### src/rtl/channel_scheduler.sv
// Round-robin wormhole scheduler sharing one tx channel among N_REQ inputs.
// Optional stall watchdog enabled by defining CHSCHED_TIMEOUT_EN.
module channel_scheduler #(
   parameter int N_REQ   = 4,
   parameter int IDX_W   = 2,
   parameter int TIMEOUT = 16
) (
   input  logic             clk,
   input  logic             reset,
   input  logic [N_REQ-1:0] req,
   input  logic [N_REQ-1:0] last,
   input  logic             busy,
   output logic [N_REQ-1:0] gnt,
   output logic [IDX_W-1:0] owner,
   output logic             active,
   output logic             xfer,
   output logic             timeout
);

   typedef enum logic {IDLE, HOLD} state_t;

   state_t           state_q, state_d;
   logic [IDX_W-1:0] ptr_q, ptr_d;
   logic [IDX_W-1:0] owner_q, owner_d;
   logic [N_REQ-1:0] gnt_q, gnt_d;

   logic [IDX_W-1:0] sel;
   logic [N_REQ-1:0] sel_oh;
   logic             hit;
   logic             own_req;
   logic             own_last;
   logic [IDX_W-1:0] next_ptr;
   logic             xfer_w;
   logic             stall_hit;
   logic             release_w;

   // Two descending passes: the later pass (indices >= ptr) overrides,
   // so the lowest index at or above ptr wins, else the lowest below ptr.
   always_comb begin
      hit = 1'b0;
      sel = '0;
      for (int k = N_REQ - 1; k >= 0; k--) begin
         if (req[k] && (k < int'(ptr_q))) begin
            hit = 1'b1;
            sel = IDX_W'(k);
         end
      end
      for (int k = N_REQ - 1; k >= 0; k--) begin
         if (req[k] && (k >= int'(ptr_q))) begin
            hit = 1'b1;
            sel = IDX_W'(k);
         end
      end
   end

   always_comb begin
      sel_oh = '0;
      for (int k = 0; k < N_REQ; k++) begin
         if (sel == IDX_W'(k)) sel_oh[k] = 1'b1;
      end
   end

   always_comb begin
      own_req  = 1'b0;
      own_last = 1'b0;
      for (int k = 0; k < N_REQ; k++) begin
         if (owner_q == IDX_W'(k)) begin
            own_req  = req[k];
            own_last = last[k];
         end
      end
   end

   // Pointer wraps at N_REQ, not at 2**IDX_W.
   assign next_ptr = (owner_q == IDX_W'(N_REQ - 1)) ? '0 : owner_q + 1'b1;

   assign xfer_w    = (state_q == HOLD) && own_req && !busy;
   assign release_w = (xfer_w && own_last) || stall_hit;

`ifdef CHSCHED_TIMEOUT_EN
   logic [7:0] stall_q, stall_d;
   logic       timeout_q, timeout_d;

   assign stall_hit = (state_q == HOLD) && !xfer_w &&
                      (stall_q == 8'(TIMEOUT - 1));

   always_comb begin
      stall_d   = stall_q;
      timeout_d = stall_hit;
      if (state_q != HOLD || xfer_w || stall_hit) begin
         stall_d = '0;
      end else begin
         stall_d = stall_q + 8'd1;
      end
   end

   always_ff @(posedge clk or posedge reset) begin
      if (reset) begin
         stall_q   <= '0;
         timeout_q <= 1'b0;
      end else begin
         stall_q   <= stall_d;
         timeout_q <= timeout_d;
      end
   end

   assign timeout = timeout_q;
`else
   assign stall_hit = 1'b0;
   assign timeout   = 1'b0;
`endif

   always_comb begin
      state_d = state_q;
      ptr_d   = ptr_q;
      owner_d = owner_q;
      gnt_d   = gnt_q;
      unique case (state_q)
         IDLE: begin
            if (!busy && hit) begin
               state_d = HOLD;
               owner_d = sel;
               gnt_d   = sel_oh;
            end
         end
         HOLD: begin
            if (release_w) begin
               state_d = IDLE;
               owner_d = '0;
               gnt_d   = '0;
               ptr_d   = next_ptr;
            end
         end
         default: begin
            state_d = IDLE;
            owner_d = '0;
            gnt_d   = '0;
         end
      endcase
   end

   always_ff @(posedge clk or posedge reset) begin
      if (reset) begin
         state_q <= IDLE;
         ptr_q   <= '0;
         owner_q <= '0;
         gnt_q   <= '0;
      end else begin
         state_q <= state_d;
         ptr_q   <= ptr_d;
         owner_q <= owner_d;
         gnt_q   <= gnt_d;
      end
   end

   assign gnt    = gnt_q;
   assign owner  = owner_q;
   assign active = (state_q == HOLD);
   assign xfer   = xfer_w;

endmodule

### config.mk
export PLATFORM = sky130hd
export DESIGN_NAME = channel_scheduler
export DESIGN_NICKNAME = d
export VERILOG_FILES = /design/src/rtl/channel_scheduler.sv
export SDC_FILE = /design/constraint.sdc
export NUM_CORES = 1
export LEC_CHECK = 0
export ABC_AREA = 1
export BUFFER_PORTS_ARGS = -buffer_cell sky130_fd_sc_hd__buf_2
export CAP_MARGIN = 10
export CORE_MARGIN = 4
export CORE_UTILIZATION = 35
export CTS_CLUSTER_DIAMETER = 30
export DETAILED_ROUTE_END_ITERATION = 10
export MAX_ROUTING_LAYER = met4
export PLACE_DENSITY = 0.57
export SLEW_MARGIN = 20
export SYNTH_ARGS = -nofsm -noshare
export SYNTH_HDL_FRONTEND = slang
export SYNTH_SLANG_ARGS = --single-unit
### constraint.sdc
create_clock -name clk -period 2 [get_ports clk]
set_input_delay 0.2 -clock clk [delete_from_list [all_inputs] [get_ports clk]]
set_output_delay 0.2 -clock clk [all_outputs]
set_load 0.005 [all_outputs]
== Word-level counts from Yosys, hierarchy flattened ==
Cells that the tools add are included.
Word-level totals
  register bits: 9
  input port bits: 11
  output and inout port bits: 9
  logic and storage cells: 71
Cells by class
  add/sub/neg operators: 1
  magnitude comparators: 6
  eq/ne operators: 8
  multiplexer cells: 36
  bitwise gates (word level): 1
  reduce and logical (&&, ||, !) cells: 15
Operators by type and width (number)
  2-to-1 mux 1 bit: 21
  2-to-1 mux 2 bit: 10
  logical AND 1 bit: 10
  equality test 2 bit, second input constant: 4
  2-to-1 mux 4 bit: 2
  one-hot mux 4 bit (2 select lines): 1
  equality test 2 x 1 -> 1 bit, second input constant: 2
  >= comparator 1 x 2 -> 1 bit, first input constant: 2
  logical NOT 2 bit: 2
  < comparator 1 x 2 -> 1 bit, first input constant: 2
  one-hot mux 2 bit (2 select lines): 1
  AND reduction 2 bit: 2
  adder 2 x 1 -> 2 bit, second input constant: 1
  >= comparator 2 bit, first input constant: 1
  < comparator 2 bit, first input constant: 1
  != test 2 x 1 -> 1 bit, second input constant: 1
  != test 2 bit, second input constant: 1
  one-hot mux 1 bit (2 select lines): 1
  logical NOT 1 bit: 1
  NOT 1 bit: 1

== Longest topological paths before layout ==
Gate-level depths: netlist (run 1).
  depth after elaboration: 13
  mapped depth: 10
  gate-level depth less buffers: 10

== Least setup slack after synthesis (run 1) ==
Ideal clock, no wire load.
  path kind: flip-flop to flip-flop
  start: register owner_q[0] (netlist: owner[0])
  end: register ptr_q[0]
  library setup time: 0.117 ns
  data arrival time: 1.343 ns
  data required time: 1.883 ns
  setup slack: 0.539 ns
  cell stages (with the launch flop): 10
  period minus slack after synthesis: 1.461 ns
  cell sequence: dfrtp_1 -> inv_1 -> ha_1 -> inv_2 -> nand3_1 -> a21oi_1 -> nand2_2 -> buf_6 -> nand2_1 -> o21ai_2
Between the ends
  longest elaborated chain between the ends: 9
  elaborated cells between the ends (all ways): 18
  those cells by class: add/sub: 1; eq/ne: 3; mux: 9; reduce/logical: 5
RTL lines
  start, declared: line 24  | logic [IDX_W-1:0] owner_q, owner_d;
  start signal, assigned: line 151  | owner_q <= owner_d;
  logical NOT 2 bit: line 67  | if (owner_q == IDX_W'(k)) begin
  2-to-1 mux 1 bit (4 in a row): line 67
  logical AND 1 bit (2 in a row): line 77  | assign xfer_w = (state_q == HOLD) && own_req && !busy;
  logical AND 1 bit: line 78  | assign release_w = (xfer_w && own_last) || stall_hit;
  AND reduction 2 bit (no source line)
  end signal, assigned: line 150  | ptr_q <= ptr_d;
  end, declared: line 23  | logic [IDX_W-1:0] ptr_q, ptr_d;
Several ways; a longest one is shown, not always the timed one.
A chain may end at the register's enable or synchronous reset.

== Worst setup path after layout (run 1) ==
  start: register owner_q[0] (netlist: owner[0])
  end: output xfer
Between the ends
  longest elaborated chain between the ends: 7
  elaborated cells between the ends (all ways): 10
  those cells by class: eq/ne: 3; mux: 4; reduce/logical: 3
RTL lines
  logical NOT 2 bit: line 67
  2-to-1 mux 1 bit (3 in a row): line 67
  2-to-1 mux 1 bit (*): line 67
  logical AND 1 bit (*) (2 in a row): line 77
  end, declared: line 16  | output logic xfer,
Every way passes the cells marked *; elsewhere a longest branch is shown, timed or not.

==> reports/qor.csv, run 1 <==
stage,metric,value,unit
timing,min_period,1740,ps
critical_path,worst_path_max_delay_cell,dfrtp_1,
floorplanning,fp.dieArea,2750,µm²
routing,drt_iter0_drc,4,
yosys,yosysSeqAreaShare,32.5,%
job,drv_cap,0,
yosys,syn_nets,117,
yosys,avgSynthCellArea,6.78,µm²
min_path,hold_class,in2reg,
final_layout,stdcell_count,147,
routing,wl_per_cell,10.3,µm
yosys,synthCells,102,
clock_tree,htree_levels,1,
critical_path,path_cells,inv_1 -> ha_1 -> a21oi_1 -> a21oi_4 -> buf_2,
routing,wl_met1,804,µm
floorplanning,start_util,38.4,%
critical_path,rrSetupSlack,310,ps
yosys,synth_edf_count,0,
place,gp_congestion,0.799,
clock_tree,cts_buffer_depth,2,
critical_path,r2r_cells,8,
floorplanning,dieWidth,52.5,µm
routing,vias,654,
critical_path,cp-start-kind,flop,
grt,grt_use_total,13.7,%
yosys,synth_area_leader_cell,dfrtp_1,
yosys,async_flop_share,100,%
routing,wl_met2,621,µm
floorplanning,fp.dieH,52.5,µm
power,leakagePower,0.000480,µW
yosys,ys_ff_latch,9,
critical_path,path_max_fanout,5,
timing,hold_violations,0,
final_layout,n_fill_cell,215,
final_layout,register_area,225,µm²
critical_path,critical_path.top_delay_family,flip-flops,
routing,ant_nets,0,
routing,vias_per_cell,4.45,
routing,drc_errors,0,
routing,firstDrtPassIters,4,
timing,max_freq,574,MHz
grt,grt_overflow,0,
clock_tree,cts_tree,yes,
clock_tree,clkTransAtPathRegs,60,ps
routing,wirelength,1.51,mm
final_layout,layout.nets,138,
critical_path,crit_path_end_kind,output pin,
place,place.port_buffers,18,
timing,grt_setup_unrepaired,false,
yosys,synth.cells.most_frequent,"34 x nand2_1, 13 x nand3_1, 11 x inv_1",
min_path,hp-start,busy,
status,status,completed,
floorplanning,ios,20,
floorplanning,rows,15,
critical_path,cp.arrival,1540,ps
min_path,holdPathStages,4,
timing,post-route-period-util,87.1,%
grt,antenna_found_initial,0,
min_path,hold_path_end,active,
critical_path,worstReg2RegStart,owner[0],
power,p_per_area,1210,nW/µm²
clock_tree,clk_latency,270,ps
final_layout,area_growth,19.0,%
clock_tree,cts_buffers,3,
place,hpwl,1.23,mm
timing,skew,0.642,ps
critical_path,max_stage_delay,420,ps
yosys,synth_cell_types,16,
grt,grt_pass1_vias,638,
yosys,synth_ff_type,dfrtp_1,
yosys,synth.most_common_cell,nand2_1,
timing,setup_viol,0,
yosys,netlist_area,692,µm²
clock_tree,root_buffer,clkbuf_4,
floorplanning,core-area,1800,µm²
final_layout,multi_input_area,388,µm²
critical_path,worstReg2RegEnd,owner[1],
routing,routed.top_layer,met4,
critical_path,path_class,reg2out,
final_layout,drive_above_1_share,24.6,%
grt,grt_max_degree,12,
yosys,yosys.area.top_type_share,32.5,%
critical_path,crit_buf_inv,2,
yosys,ys_top_cells_by_area,"dfrtp_1 33%, nand2_1 18%, nand3_1 9.4%",
clock_tree,numClockSinks,9,
critical_path,startpoint,owner[0],
grt,grt_pass1_wl,2.70,mm
timing,setup_tns,0,ps
yosys,ys_warn_count,0,
place,dp_cells,142,
routing,wl_met3,51,µm
critical_path,critical_path_required,1800,ps
timing,final_max_slew_viol_count,0,
final_layout,diodes,0,
power,peakVddDrop,0.000505,V
logic make-up after synthesis:
group / after synthesis / share of synthesized area [%]
and+or+nand+nor: 62 / 39.6
buffers and inverters: 17 / 11.4
AOI/OAI and AO/OA: 9 / 8.68
DFF: 9 / 32.6
adders and majority gates: 4 / 7.23
other: 1 / 0.542
metal layers:
metal / up-vias / global-route usage (%)
met5: - / -
met3: 5 / 3.42
met2: 12 / 19.6
li1: 360 / -
met1: 277 / 18.0
met4: 0 / 6.38
where the power goes:
group	switching [µW]	total [µW]	internal, µW	leakage [µW]
sequential	80.3	336	256	0.000118
clock	67.5	145	77.2	0.0000150
combinational	310	518	208	0.000347
placed cells by master, fill, tap and decap left out:
cell type / n
a21oi_1: 7
a21oi_4: 1
buf_2: 18
clkbuf_1: 1
clkbuf_4: 3
conb_1: 1
dfrtp_1: 9
dlygate4sd3_1: 1
ha_1: 4
inv_1: 11
inv_2: 3
nand2_1: 34
nand2_2: 2
nand3_1: 13
nand3_2: 2
nand4_1: 3
nor2_1: 8
o21ai_2: 1
worst min-delay path, cell delays in order:
cell and delay, ps:
buf_2 70, inv_1 50, nand3_2 160, nand2_1 80
final cells by class:
cell class                 count  share of cell area (%)
multi-input combinational     76                    47.1
clock buffer                   4                    3.19
inverter                      14                    6.38
tap                           25                    3.80
sequential                     9                    27.4
timing repair buffer          19                    12.2
sequential cells by signal (all words and copies together) (netlist names):
| register | count |
|---|---|
| active | 1 |
| owner | 2 |
| gnt | 4 |
| ptr_q | 2 |
stage by stage:
stage	instance area (µm²)	utilization [%]	setup WS, ps	hold WS (ps)	total power, µW
floorplan	692	-	539	27.9	733
global placement	787	43.7	311	173	864
detailed placement	787	43.7	312	179	862
CTS	823	45.7	251	337	1010
global route	823	45.7	134	381	1110
finish	823	45.7	258	339	999
how the worst max path moves through the flow:
stage	endpoint	slack, ps	cells after the start
after floorplan	ptr_q[0]	540	9
after global placement	owner[1]	310	8
after detailed placement	gnt[3]	310	8
after global routing	owner[1]	130	9
final	xfer	260	5
after CTS	xfer	250	5
what timing repair did:
| action | CTS | global route |
|---|---|---|
| buffers inserted | 0 | 0 |
| hold endpoints to repair | 9 | 0 |
| setup endpoints to repair | 0 | 0 |
| resized for setup | 0 | 0 |
| hold buffers | 1 | 0 |
Note: power is estimated with default switching activity, not from simulation.
==> run 2, diff against run 1 <==
- ABC_AREA: 1 -> not set
==> reports/qor.csv, run 2 <==
stage,metric,value,unit,change
grt,grt_pass1_vias,594,,-6.9%
yosys,netlist_area,657,µm²,-5.1%
yosys,synth.most_common_cell,dfrtp_1,,
power,netSwitchingFraction,38.5,%,-7.4 points
routing,drc_errors,0,,unchanged
final_layout,layout.nets,116,,-16%
floorplanning,fp.dieH,51.3,µm,-2.2%
final_layout,diodes,0,,unchanged
critical_path,r2r_cells,7,,-1
timing,grt_setup_unrepaired,true,,
critical_path,critical_path_required,2140,ps,+340 ps
yosys,synth_area_leader_cell,dfrtp_1,,
yosys,syn_nets,78,,-33%
timing,final_max_slew_viol_count,0,,unchanged
job,drv_cap,0,,unchanged
grt,grt_max_degree,10,,-2
final_layout,largest_register_ff_count,4,,unchanged
yosys,synth_edf_count,0,,unchanged
critical_path,startpoint,owner[0],,
critical_path,worstReg2RegStart,owner[0],,
timing,whs,305,ps,-34.2 ps
floorplanning,fp.dieArea,2630,µm²,-4.3%
yosys,yosysSeqAreaShare,34.3,%,+1.7 points
clock_tree,cts_buffer_depth,2,,unchanged
critical_path,worst_path_max_delay_cell,or4_4,,
routing,vias_per_cell,4.84,,+8.8%
yosys,async_flop_share,100,%,unchanged
power,intPower,924,µW,+71%
clock_tree,cts_tree,yes,,
routing,ant_nets,0,,unchanged
critical_path,max_stage_delay,510,ps,+90 ps
grt,grt_pass1_wl,2.52,mm,-6.6%
final_layout,stdcell_count,125,,-15%
critical_path,cp.arrival,2380,ps,+840 ps
yosys,avgSynthCellArea,10.4,µm²,+54%
critical_path,path_class,reg2reg,,
final_layout,design_area,1010,µm²,+22%
critical_path,critPathCapture,gnt[0],,
timing,worst_slack,-236,ps,-494 ps
status,status,"complete, but fails checks",,
floorplanning,core-area,1750,µm²,-3.1%
place,place.port_buffers,18,,unchanged
floorplanning,start_util,37.6,%,-0.77 points
critical_path,critical_path.top_delay_family,simple AND/OR/NAND/NOR gates,,
critical_path,path_max_fanout,6,,+1
routing,wirelength,1.70,mm,+13%
place,place_area,873,µm²,+11%
critical_path,crit_buf_inv,1,,-1
floorplanning,ios,20,,unchanged
yosys,yosys.area.top_type_share,34.3,%,+1.7 points
critical_path,path_cells,inv_2 -> ha_4 -> nor3b_4 -> or4_4 -> a2111oi_4 -> nor2_4 -> mux2_4,,
critical_path,worstReg2RegEnd,gnt[0],,
timing,min_period,2240,ps,+494 ps
power,seqPwrFrac,22.4,%,-11 points
yosys,synth_ff_type,dfrtp_1,,
yosys,synth.cells.most_frequent,"9 x dfrtp_1, 6 x inv_1, 5 x mux2_4, 5 x nor2_1",,
status,violations,negative setup slack,,
power,p_per_area,1490,nW/µm²,+23%
power,power_frac_comb,68.3,%,+16 points
routing,firstDrtPassIters,2,,-2
clock_tree,clkTransAtPathRegs,60,ps,about the same
timing,setup_viol,10,,+10
yosys,ys_top_cells_by_area,"dfrtp_1 34%, mux2_4 11%, ha_1 7.6%",,
yosys,synth_cell_types,28,,+12
critical_path,crit_path_end_kind,flop,,
grt,grt_use_total,12.8,%,-0.87 points
power,finalPower,1500,µW,+50%
grt,antenna_found_initial,0,,unchanged
routing,wl_per_cell,13.6,µm,+33%
final_layout,final_common_cell,buf_2,,
timing,post-route-period-util,112,%,+25 points
timing,max_freq,447,MHz,-22%
critical_path,rrSetupSlack,-240,ps,-550 ps
power,clkPwrFrac,9.3,%,-5.2 points
critical_path,cp.depth,7,,+2
power,switchingPower,578,µW,+26%
clock_tree,clk_latency,260,ps,about the same
clock_tree,htree_levels,1,,unchanged
final_layout,final_cell_mix,"18 x buf_2, 15 x buf_4, 8 x dfrtp_1",,
yosys,synthCells,63,,-38%
place,dp_cells,117,,-18%
final_layout,drive_above_1_share,57.0,%,+32 points
grt,grt_overflow,0,,unchanged
place,hpwl,1.24,mm,+0.93%
floorplanning,rows,15,,unchanged
yosys,ys_warn_count,0,,unchanged
routing,drt_iter0_drc,5,,+1
place,gp_congestion,0.750,,-6.1%
timing,hold_violations,0,,unchanged
min_path,hold_class,in2reg,,
power,peakVddDrop,0.000715,V,+41%
clock_tree,numClockSinks,9,,unchanged
power,leakagePower,0.000498,µW,+3.9%
timing,skew,1.03,ps,+0.384 ps
routing,vias,605,,-7.5%
floorplanning,dieWidth,51.3,µm,-2.2%
yosys,ys_ff_latch,9,,unchanged
critical_path,cp-start-kind,flop,,
clock_tree,cts_buffers,3,,unchanged
clock_tree,root_buffer,clkbuf_4,,
final_layout,area_growth,53.1,%,
run 2: changes by cell type in the layout (fill, tap and decap cells not counted), moves of 4 or more:
cell     previous run  this run
nand2_1            34         2
buf_4               0        15
nand3_1            13         0
inv_1              11         4
mux2_4              0         5
a21oi_1             7         3
run 2: area by class of cell:
cell class                 count  area [µm²]
timing repair buffer          34         213
inverter                       7        26.3
tap                           25        31.3
multi-input combinational     46         483
clock buffer                   4        26.3
sequential                     9         226
fill                         163         739
run 2: timing repair:
item	in CTS	in global routing
buffers inserted	4	1
pin swaps	1	1
hold buffers	1	0
resized for setup	4	9
hold endpoints to repair	9	0
setup endpoints to repair	10	10
run 2: how the worst min path moves through the flow:
stage / slack [ps] / startpoint / depth (start not counted) / end
3_3_place_gp: 170 / reset / 2 / gnt[3]
4_1_cts: 310 / busy / 3 / active
5_1_grt: 310 / busy / 3 / active
2_1_floorplan: 30 / reset / 1 / active
6_report: 300 / busy / 3 / active
3_5_place_dp: 180 / reset / 2 / gnt[3]
run 2: cells by family (layout without fill, tap and decap cells):
| logic type | Yosys count | after routing | synth area share (%) |
|---|---|---|---|
| flip-flops | 9 | 9 | 34.3 |
| adder cells (fa/ha/maj) | 4 | 4 | 7.62 |
| AND/OR/NAND/NOR | 22 | 22 | 20.6 |
| AO/OA/AOI/OAI | 11 | 11 | 15.6 |
| multiplexers | 8 | 8 | 16.2 |
| other | 1 | 1 | 0.571 |
| buffers and inverters | 8 | 45 | 5.14 |
run 2: power groups by stage:
stage | Sequential, µW | Combinational (µW) | Clock (µW)
after floorplan | 333 | 471 | 0
after global routing | 345 | 1110 | 154
final | 336 | 1030 | 140
after CTS | 327 | 922 | 145
after global placement | 324 | 829 | 0
after detailed placement | 325 | 835 | 0
run 2: stage by stage:
step	setup WS (ps)	setup TNS, ps	utilization [%]
floorplan	-209	-1250	-
global placement	-261	-1760	50.0
detailed placement	-279	-1880	50.0
CTS	-240	-1930	54.9
global route	-315	-2620	57.6
finish	-236	-1770	57.6
run 2: per-layer routing:
metal,track usage (%),share of wire [%]
met5,-,0
met4,1.31,0
met3,4.08,4.1
met2,20.4,50
met1,16.6,46
run 2: tightest hold or removal path: cells and delay by family:
kind,cells,cell delay (ps)
and+or+nand+nor,1,70
AOI/OAI and AO/OA,1,160
buffers and inverters,1,90
==> run 3, diff against run 2 <==
- CELL_PAD_IN_SITES_DETAIL_PLACEMENT: not set -> 1
- CELL_PAD_IN_SITES_GLOBAL_PLACEMENT: not set -> 1
- PLACE_DENSITY: 0.57 -> 0.72
- SKIP_CTS_REPAIR_TIMING: not set -> 1
==> reports/qor.csv, run 3 (synthesis results as in run 2) <==
stage,metric,value,unit,change
floorplanning,dieWidth,51.3,µm,unchanged
routing,wl_per_cell,15.2,µm,+12%
critical_path,r2r_cells,8,,+1
critical_path,critical_path_required,2150,ps,about the same
critical_path,path_cells,buf_6 -> ha_4 -> nor3b_1 -> or4_4 -> a2111oi_4 -> buf_4 -> nor2_4 -> mux2_4,,
routing,ant_nets,0,,unchanged
final_layout,layout.nets,115,,-0.86%
critical_path,critPathCapture,gnt[2],,
routing,drt_iter0_drc,0,,-5
final_layout,stdcell_count,124,,-0.80%
place,gp_congestion,0.735,,-1.9%
final_layout,multi_input_area,463,µm²,-4.1%
critical_path,rrSetupSlack,-290,ps,-60 ps
final_layout,area_growth,49.5,%,
timing,min_period,2290,ps,+57.1 ps
floorplanning,ios,20,,unchanged
power,switchingPower,568,µW,-1.6%
grt,grt_overflow,0,,unchanged
routing,wirelength,1.89,mm,+11%
grt,antenna_found_initial,0,,unchanged
timing,setup_viol,9,,-1
final_layout,final_cell_mix,"18 x buf_2, 13 x buf_4, 8 x dfrtp_1",,
final_layout,diodes,0,,unchanged
critical_path,worstReg2RegStart,owner[1],,
routing,drc_errors,0,,unchanged
job,drv_cap,0,,unchanged
power,netSwitchingFraction,38.5,%,about the same
clock_tree,htree_levels,1,,unchanged
final_layout,largest_register_ff_count,4,,unchanged
floorplanning,fp.dieArea,2630,µm²,unchanged
final_layout,drive_above_1_share,53.5,%,-3.5 points
grt,grt_max_degree,10,,unchanged
timing,post-route-period-util,115,%,+2.9 points
final_layout,n_fill_cell,204,,+25%
clock_tree,cts_buffer_depth,2,,unchanged
grt,grt_pass1_wl,2.82,mm,+12%
final_layout,register_area,226,µm²,unchanged
clock_tree,cts_tree,yes,,
clock_tree,numClockSinks,9,,unchanged
clock_tree,clkTransAtPathRegs,70,ps,about the same
power,peakVddDrop,0.000694,V,-2.9%
power,leakagePower,0.000487,µW,-2.3%
power,seqPwrFrac,22.6,%,+0.2 points
timing,skew,5.99,ps,+4.97 ps
grt,grt_pass1_vias,610,,+2.7%
routing,firstDrtPassIters,1,,-1
status,violations,negative setup slack,,
critical_path,worstReg2RegEnd,gnt[2],,
timing,worst_pin_slew,566,ps,
timing,grt_setup_unrepaired,true,,
critical_path,worst_path_max_delay_cell,or4_4,,
min_path,hold_class,in2reg,,
timing,final_max_slew_viol_count,0,,unchanged
clock_tree,cts_buffers,3,,unchanged
floorplanning,rows,15,,unchanged
power,power_frac_comb,67.5,%,-0.8 points
critical_path,path_max_fanout,6,,unchanged
power,intPower,909,µW,-1.6%
critical_path,cp.arrival,2440,ps,+60 ps
critical_path,startpoint,owner[1],,
timing,relSlewSlack,61.9,%,
timing,max_freq,436,MHz,-2.5%
critical_path,crit_path_end_kind,flop,,
grt,grt_use_total,15.4,%,+2.6 points
routing,vias,611,,+0.99%
timing,whs,337,ps,+32.2 ps
place,dp_cells,117,,unchanged
clock_tree,clk_latency,270,ps,about the same
timing,hold_violations,0,,unchanged
final_layout,final_common_cell,buf_2,,
clock_tree,root_buffer,clkbuf_4,,
critical_path,max_stage_delay,510,ps,about the same
critical_path,path_class,reg2reg,,
floorplanning,fp.dieH,51.3,µm,unchanged
routing,vias_per_cell,4.93,,+1.8%
status,status,"complete, but fails checks",,
floorplanning,core-area,1750,µm²,unchanged
floorplanning,start_util,37.6,%,unchanged
power,clkPwrFrac,9.9,%,+0.6 points
timing,worst_slack,-293,ps,-57.1 ps
place,hpwl,1.45,mm,+17%
power,p_per_area,1500,nW/µm²,+0.78%
critical_path,cp-start-kind,flop,,
place,place.port_buffers,18,,unchanged
-- run 3: critical path, delay by kind of cell, from the launching register on --
kind	cells	cell delay, ps
DFF	1	410
adders and majority gates	1	160
AOI/OAI and AO/OA	1	220
buffers and inverters	2	330
muxes	1	320
and+or+nand+nor	3	720
-- run 3: how the worst min path moves through the flow --
stage          start        to  slack [ps]  cells after the start
2_1_floorplan  reset    active          30                      1
3_3_place_gp   reset    gnt[1]         170                      2
3_5_place_dp   reset  owner[1]         180                      2
4_1_cts        reset  owner[1]        -110                      2
5_1_grt         busy    active         320                      3
6_report        busy    active         340                      3
-- run 3: area by class of cell --
| cell class | instances | area share, % |
|---|---|---|
| clock buffer | 4 | 2.68 |
| inverter | 7 | 2.68 |
| multi-input combinational | 46 | 47.1 |
| sequential | 9 | 23.1 |
| tap | 25 | 3.18 |
| timing repair buffer | 33 | 21.3 |
-- run 3: through the flow --
stage               setup TNS, ps  util (%)  worst slack [ps]  instance area [µm²]  power (µW)
global route                -2940      56.3              -368                  982        1580
detailed placement          -2340      50.0              -347                  873        1190
CTS                         -2770      51.5              -371                  900        1340
floorplan                   -1250         -              -209                  669         804
finish                      -2140      56.3              -293                  982        1480
global placement            -1940      50.0              -298                  873        1150
-- run 3: per-layer routing --
layer  GRT usage [%]  share of wire, %  up-vias
li1                -                 -      299
met5               -                 0        -
met3            3.50               4.0        5
met1            18.1                44      295
met2            25.3                51       12
met4            6.55               1.7        0
-- run 3: power by group through the flow --
stage | clock [µW] | sequential (µW) | combinational (µW)
6_report | 146 | 334 | 997
3_5_place_dp | 0 | 325 | 864
5_1_grt | 162 | 346 | 1070
4_1_cts | 146 | 325 | 871
2_1_floorplan | 0 | 333 | 471
3_3_place_gp | 0 | 319 | 835
